==> src/rtl/hamming_uart_pkg.sv <==
// Shared types and constants for the Hamming(7,4) UART transmit path.
// Build option: HAMMING_UART_PARITY_EN adds an even-parity bit to each frame.
package hamming_uart_pkg;

    localparam int CODE_W           = 7;
    localparam int BIT_CNT_W        = $clog2(CODE_W);
    localparam int FRAME_BITS_NOPAR = 9;
    localparam int FRAME_BITS_PAR   = 10;

`ifdef HAMMING_UART_PARITY_EN
    localparam int FRAME_BITS = FRAME_BITS_PAR;
`else
    localparam int FRAME_BITS = FRAME_BITS_NOPAR;
`endif

    typedef enum logic [2:0] {
        IDLE   = 3'd0,
        START  = 3'd1,
        DATA   = 3'd2,
`ifdef HAMMING_UART_PARITY_EN
        PARITY = 3'd3,
`endif
        STOP   = 3'd4
    } tx_state_t;

endpackage

==> src/rtl/hamming_uart_baud_gen.sv <==
// Bit-period counter: counts enabled cycles 0..CLKS_PER_BIT-1 and flags the last one.
// Held at zero while restart is high so a new frame always starts on a full period.
module hamming_uart_baud_gen #(
    parameter int CLKS_PER_BIT = 16
) (
    input  logic clk,
    input  logic rst,
    input  logic ena,
    input  logic restart,
    output logic bit_end
);

    localparam int CNT_W = (CLKS_PER_BIT > 1) ? $clog2(CLKS_PER_BIT) : 1;
    localparam logic [CNT_W-1:0] LAST = CNT_W'(CLKS_PER_BIT - 1);

    logic [CNT_W-1:0] cnt;

    always_ff @(posedge clk) begin
        if (rst) begin
            cnt <= '0;
        end else if (ena) begin
            if (restart || cnt == LAST)
                cnt <= '0;
            else
                cnt <= cnt + 1'b1;
        end
    end

    // Not gated by ena, so a frozen block keeps presenting the same value.
    assign bit_end = (cnt == LAST);

endmodule

==> src/rtl/hamming_uart_tx.sv <==
// UART serializer for Hamming code words: start, 7 code bits LSB first, [parity], stop.
// A one-word holding buffer covers words arriving mid-frame. Option: HAMMING_UART_PARITY_EN.
module hamming_uart_tx #(
    parameter int CLKS_PER_BIT = 16,
    parameter int CODE_W       = hamming_uart_pkg::CODE_W
) (
    input  logic              clk,
    input  logic              rst,
    input  logic              ena,
    input  logic [CODE_W-1:0] code_in,
    input  logic              code_valid,
    output logic              ready,
    output logic              tx,
    output logic              busy,
    output logic              frame_done,
    output logic              overflow
);

    import hamming_uart_pkg::*;

    localparam logic [BIT_CNT_W-1:0] LAST_BIT = BIT_CNT_W'(CODE_W - 1);

    tx_state_t             state, state_n;
    logic [CODE_W-1:0]     shift, shift_n;
    logic [CODE_W-1:0]     hold, hold_n;
    logic                  hold_vld, hold_vld_n;
    logic                  par, par_n;
    logic [BIT_CNT_W-1:0]  bit_cnt, bit_n;
    logic                  tx_q, tx_n;
    logic                  ovf, ovf_n;
    logic                  taken;
    logic                  bit_end;

    hamming_uart_baud_gen #(
        .CLKS_PER_BIT(CLKS_PER_BIT)
    ) u_baud (
        .clk    (clk),
        .rst    (rst),
        .ena    (ena),
        .restart(state == IDLE),
        .bit_end(bit_end)
    );

    always_comb begin
        state_n    = state;
        shift_n    = shift;
        hold_n     = hold;
        hold_vld_n = hold_vld;
        par_n      = par;
        bit_n      = bit_cnt;
        ovf_n      = ovf;
        taken      = 1'b0;

        if (ena) begin
            unique case (state)
                IDLE: begin
                    if (hold_vld) begin
                        shift_n    = hold;
                        par_n      = ^hold;
                        hold_vld_n = 1'b0;
                        state_n    = START;
                    end else if (code_valid) begin
                        shift_n = code_in;
                        par_n   = ^code_in;
                        taken   = 1'b1;
                        state_n = START;
                    end
                end
                START: begin
                    if (bit_end) begin
                        bit_n   = '0;
                        state_n = DATA;
                    end
                end
                DATA: begin
                    if (bit_end) begin
                        shift_n = shift >> 1;
                        if (bit_cnt == LAST_BIT) begin
`ifdef HAMMING_UART_PARITY_EN
                            state_n = PARITY;
`else
                            state_n = STOP;
`endif
                        end else begin
                            bit_n = bit_cnt + 1'b1;
                        end
                    end
                end
`ifdef HAMMING_UART_PARITY_EN
                PARITY: begin
                    if (bit_end)
                        state_n = STOP;
                end
`endif
                STOP: begin
                    // Pop in the last stop cycle so the next start bit follows with no gap.
                    if (bit_end) begin
                        if (hold_vld) begin
                            shift_n    = hold;
                            par_n      = ^hold;
                            hold_vld_n = 1'b0;
                            state_n    = START;
                        end else begin
                            state_n = IDLE;
                        end
                    end
                end
                default: state_n = IDLE;
            endcase

            // Checked against the post-pop occupancy, so a pop and a new word can coincide.
            if (code_valid && !taken) begin
                if (!hold_vld_n) begin
                    hold_n     = code_in;
                    hold_vld_n = 1'b1;
                end else begin
                    ovf_n = 1'b1;
                end
            end
        end

        unique case (state_n)
            START:   tx_n = 1'b0;
            DATA:    tx_n = shift_n[0];
`ifdef HAMMING_UART_PARITY_EN
            PARITY:  tx_n = par_n;
`endif
            default: tx_n = 1'b1;
        endcase
    end

    always_ff @(posedge clk) begin
        if (rst) begin
            state    <= IDLE;
            shift    <= '0;
            hold     <= '0;
            hold_vld <= 1'b0;
            par      <= 1'b0;
            bit_cnt  <= '0;
            tx_q     <= 1'b1;
            ovf      <= 1'b0;
        end else begin
            state    <= state_n;
            shift    <= shift_n;
            hold     <= hold_n;
            hold_vld <= hold_vld_n;
            par      <= par_n;
            bit_cnt  <= bit_n;
            tx_q     <= tx_n;
            ovf      <= ovf_n;
        end
    end

    assign tx         = tx_q;
    assign busy       = (state != IDLE);
    assign frame_done = (state == STOP) && bit_end;
    assign ready      = !hold_vld;
    assign overflow   = ovf;

endmodule

==> config.mk <==
export PLATFORM = sky130hd
export DESIGN_NAME = hamming_uart_tx
export DESIGN_NICKNAME = d
export VERILOG_FILES = /design/src/rtl/hamming_uart_pkg.sv /design/src/rtl/hamming_uart_baud_gen.sv /design/src/rtl/hamming_uart_tx.sv
export SDC_FILE = /design/constraint.sdc
export NUM_CORES = 1
export LEC_CHECK = 0
export CAP_MARGIN = 20
export CORE_MARGIN = 2
export CORE_UTILIZATION = 45
export CTS_BUF_LIST = sky130_fd_sc_hd__clkbuf_8
export DETAILED_ROUTE_END_ITERATION = 16
export GPL_ROUTABILITY_DRIVEN = 1
export HOLD_SLACK_MARGIN = 0.15
export PLACE_DENSITY_LB_ADDON = 0.12
export SETUP_SLACK_MARGIN = 0.02
export SYNTH_ARGS = -nofsm -noshare
export SYNTH_HDL_FRONTEND = slang
export SYNTH_SLANG_ARGS = --single-unit
export TNS_END_PERCENT = 10
==> constraint.sdc <==
create_clock -name clk -period 2.4 [get_ports clk]
set_input_delay 0.72 -clock clk [delete_from_list [all_inputs] [get_ports clk]]
set_output_delay 0.72 -clock clk [all_outputs]
set_load 0.02 [all_outputs]
==> flow_metrics.py, run 1 <==
metrics = {
    "cts": {
        "htreeDepth": 1,
        "cts_tree": "done",
        "clk_pin_slew_ns": 0.09,
        "worstSkewPairLatency_ns": 0.27,
        "cts_hold_buf": 0,
        "cts_buffers": 3,
        "clkSinkCount": 27,
        "cts_root_buf": "clkbuf_8",
        "clockBufferDepth": 2,
    },
    "timing": {
        "finalSetupViolations": 0,
        "finalHoldViolCount": 0,
        "period_share_pct": 95.4,
        "tightest_slew_ns": 0.590,
        "rsz0062_at_grt": "false",
        "relSlewSlack_pct": 59.6,
        "fin_crit_ns": 2.29,
        "fin_skew_ns": 0.00359,
        "fin_ws_ns": 0.111,
        "clock.fmax_mhz": 437,
        "tns_ns": 0,
        "maxSlewViolCount": 0,
        "whs_ns": 0.492,
    },
    "layout": {
        "diodes": 0,
        "fin_area_um2": 1760,
        "syn_to_final_growth_pct": 20.9,
        "drive_above_1_share_pct": 23.5,
        "fill_cells": 300,
        "final_nets": 198,
        "utilization_pct": 57.2,
    },
    "synth": {
        "synth_commonest_cells": "dfxtp_1 (27), nor2_1 (22), nand2_1 (12)",
        "synth_area_um2": 1460,
        "yosysTopAreaCell": "dfxtp_1",
        "ys_seq_area_share_pct": 37.1,
        "synth-seq-cells": 27,
        "yosys.cell_count.top_type": "dfxtp_1",
        "netlist_instances": 158,
        "synth_cell_types": 47,
        "synth_compound_area_share_pct": 23.9,
        "async_flop_share_pct": 0,
        "synth_nets": 172,
        "syn_area_per_cell_um2": 9.23,
        "netlist.area_leader.share_pct": 37.1,
        "synth_top_family_by_area": "compound AO/OA/AOI/OAI gates",
        "yosys.area_share.simple_pct": 22.7,
        "synth_xor_area_share_pct": 1.80,
        "synth_edf_count": 0,
        "synthFlopType": "dfxtp_1",
        "yosysWarningCount": 0,
        "synth_area_leaders": "dfxtp_1 (37%), nor2_1 (5.7%), mux2i_1 (4.8%)",
        "muxShareOfSynthArea_pct": 4.81,
        "synth_fa_ha_area_share_pct": 2.58,
    },
    "setup_path": {
        "cpMostUsedCell": "and3_1",
        "worstPathCellList": "ha_1 -> and3_1 -> and3_1 -> dlygate4sd2_1",
        "slowest_stage": "dfxtp_1",
        "critPathMaxFanout": 3,
        "r2r_cells": 8,
        "slowest_delay_ns": 0.36,
        "end_kind": "output pin",
        "worst_setup_path_start_kind": "register",
        "cp.arrival_ns": 1.57,
        "crit_required_ns": 1.68,
        "worstSetupPathType": "reg -> out",
    },
    "floorplanning": {
        "coreArea_um2": 3080,
        "die_w_um": 60.9,
        "boundaryPins": 16,
        "die-height_um": 60.9,
        "rows": 20,
        "die-area_um2": 3710,
        "initial_core_util_pct": 47.4,
    },
    "routing": {
        "wl_per_cell_um": 14.0,
        "drcViolationCount": 0,
        "viasPerCell": 5.49,
        "dr.first_iter.drc_count": 51,
        "firstDrtPassIters": 4,
        "wl_mm": 3.18,
        "num_vias": 1246,
        "ant_nets": 0,
    },
    "placement": {
        "dp_hpwl_mm": 2.43,
        "gp_congestion": 0.771,
        "place_area_um2": 1690,
        "pre_cts_ws_ns": 0.0170,
        "numPortBuffers": 15,
    },
    "hold_path": {
        "hp-class": "reg -> reg",
        "holdPathStages": 2,
    },
    "power": {
        "power.density_nw_per_um2": 502,
        "ir_worst_vdd_uv": 271,
        "leakage_nw": 0.705,
    },
    "global_routing": {
        "grt_max_degree": 15,
        "antenna_found_initial": 0,
        "first_global_vias": 1185,
        "grt_first_pass_wirelength_mm": 5.58,
        "grtUsageTotal_pct": 20.2,
        "grt.overflow.total": 0,
    },
    "run": {
        "maxCapViolCount": 0,
    },
    "outcome": {
        "outcome": "completed",
    },
}
-- logic make-up (layout without fill, tap and decap cells) --
logic type / after synthesis / count (layout)
AO/OA/AOI/OAI: 41 / 41
XOR/XNOR: 3 / 3
adder cells (fa/ha/maj): 3 / 3
buffers and inverters: 15 / 40
flip-flops: 27 / 27
multiplexers: 7 / 7
AND/OR/NAND/NOR: 62 / 62
-- sequential cells by signal, summed over array words and instances (netlist names) --
register / flops
shift: 7
u_baud.cnt: 4
state: 3
hold: 7
overflow: 1
bit_cnt: 3
tx: 1
hold_vld: 1
-- area by class of cell --
class,instances,area [um^2],share of cell area (%)
inverters,5,18.8,1.07
repair buffers,31,282,16.0
flip-flops and latches,27,543,30.8
multi-input cells,116,818,46.4
clock inverters,1,3.75,0.213
well taps,44,55.1,3.12
clock buffers,3,41.3,2.34
-- worst max-delay path, delay by kind of cell, from the launching register on --
kind	cells	cell delay, ns
fa+ha+maj	1	0.17
buf+inv	1	0.34
flops	1	0.36
simple gates	2	0.42
-- power by group --
group | switching [mW] | internal, mW | leakage, nW
registers | 0.0141 | 0.464 | 0.220
clock network | 0.141 | 0.115 | 0.0269
logic | 0.0740 | 0.0769 | 0.458
-- layer usage --
metal	vias up	GRT usage [%]	share of wire, %	routed length (um)
li1	619	-	-	-
met1	599	24.3	42	1320
met2	24	35.9	53	1690
met3	4	2.77	3.4	109
met4	0	8.39	1.7	53
met5	-	0	0	0
-- what timing repair did --
item | 4_1_cts | 5_1_grt
setup endpoints to repair | 2 | 1
setup buffers | 0 | 2
pin swaps | 0 | 1
gates resized for setup | 3 | 1
gates cloned | 0 | 0
-- cells in the final DEF, fill, tap and decap left out, types with 2 or more instances in the layout --
master	n
clkdlybuf4s50_1	14
mux2i_1	7
nor2b_1	4
nor3_1	2
inv_2	2
xor2_1	2
and3_1	4
nor2_1	22
nand2_1	12
nand2b_1	2
a222oi_1	5
dfxtp_1	25
and3_4	2
inv_1	4
ha_1	3
a21oi_2	2
a21oi_1	6
buf_4	15
o21ai_0	5
dfxtp_2	2
clkbuf_8	3
nand4_1	2
nor2_2	5
a211oi_2	4
a211oi_1	4
-- worst paths after layout --
| path | from | end | slack [ns] |
|---|---|---|---|
| setup / recovery | u_baud.cnt[1]$_SDFFE_PP0P_ | frame_done | 0.11 |
| hold / removal | u_baud.cnt[1]$_SDFFE_PP0P_ | u_baud.cnt[1]$_SDFFE_PP0P_ | 0.49 |
| hold reg to reg | u_baud.cnt[1]$_SDFFE_PP0P_ | u_baud.cnt[1]$_SDFFE_PP0P_ | 0.49 |
| setup reg to reg | u_baud.cnt[0]$_SDFFE_PP0P_ | tx$_SDFF_PP1_ | 0.43 |
-- per-stage QoR --
step           total power, mW  cells
5_1_grt                  0.927    227
4_1_cts                  0.890    225
2_1_floorplan            0.582    158
3_3_place_gp             0.631    221
6_report                 0.885    227
3_5_place_dp             0.635    221
Power figures use the tool's default switching activity.
==> run 2, diff against run 1 <==
--- a/config.mk
+++ b/config.mk
@@ -14,6 +14,7 @@
 export HOLD_SLACK_MARGIN = 0.15
 export PLACE_DENSITY_LB_ADDON = 0.12
 export SETUP_SLACK_MARGIN = 0.02
+export SLEW_MARGIN = 20
 export SYNTH_ARGS = -nofsm -noshare
 export SYNTH_HDL_FRONTEND = slang
 export SYNTH_SLANG_ARGS = --single-unit
==> results of run 2 <==
Same layout as run 1: the final DEF is identical, and so are final timing and power.
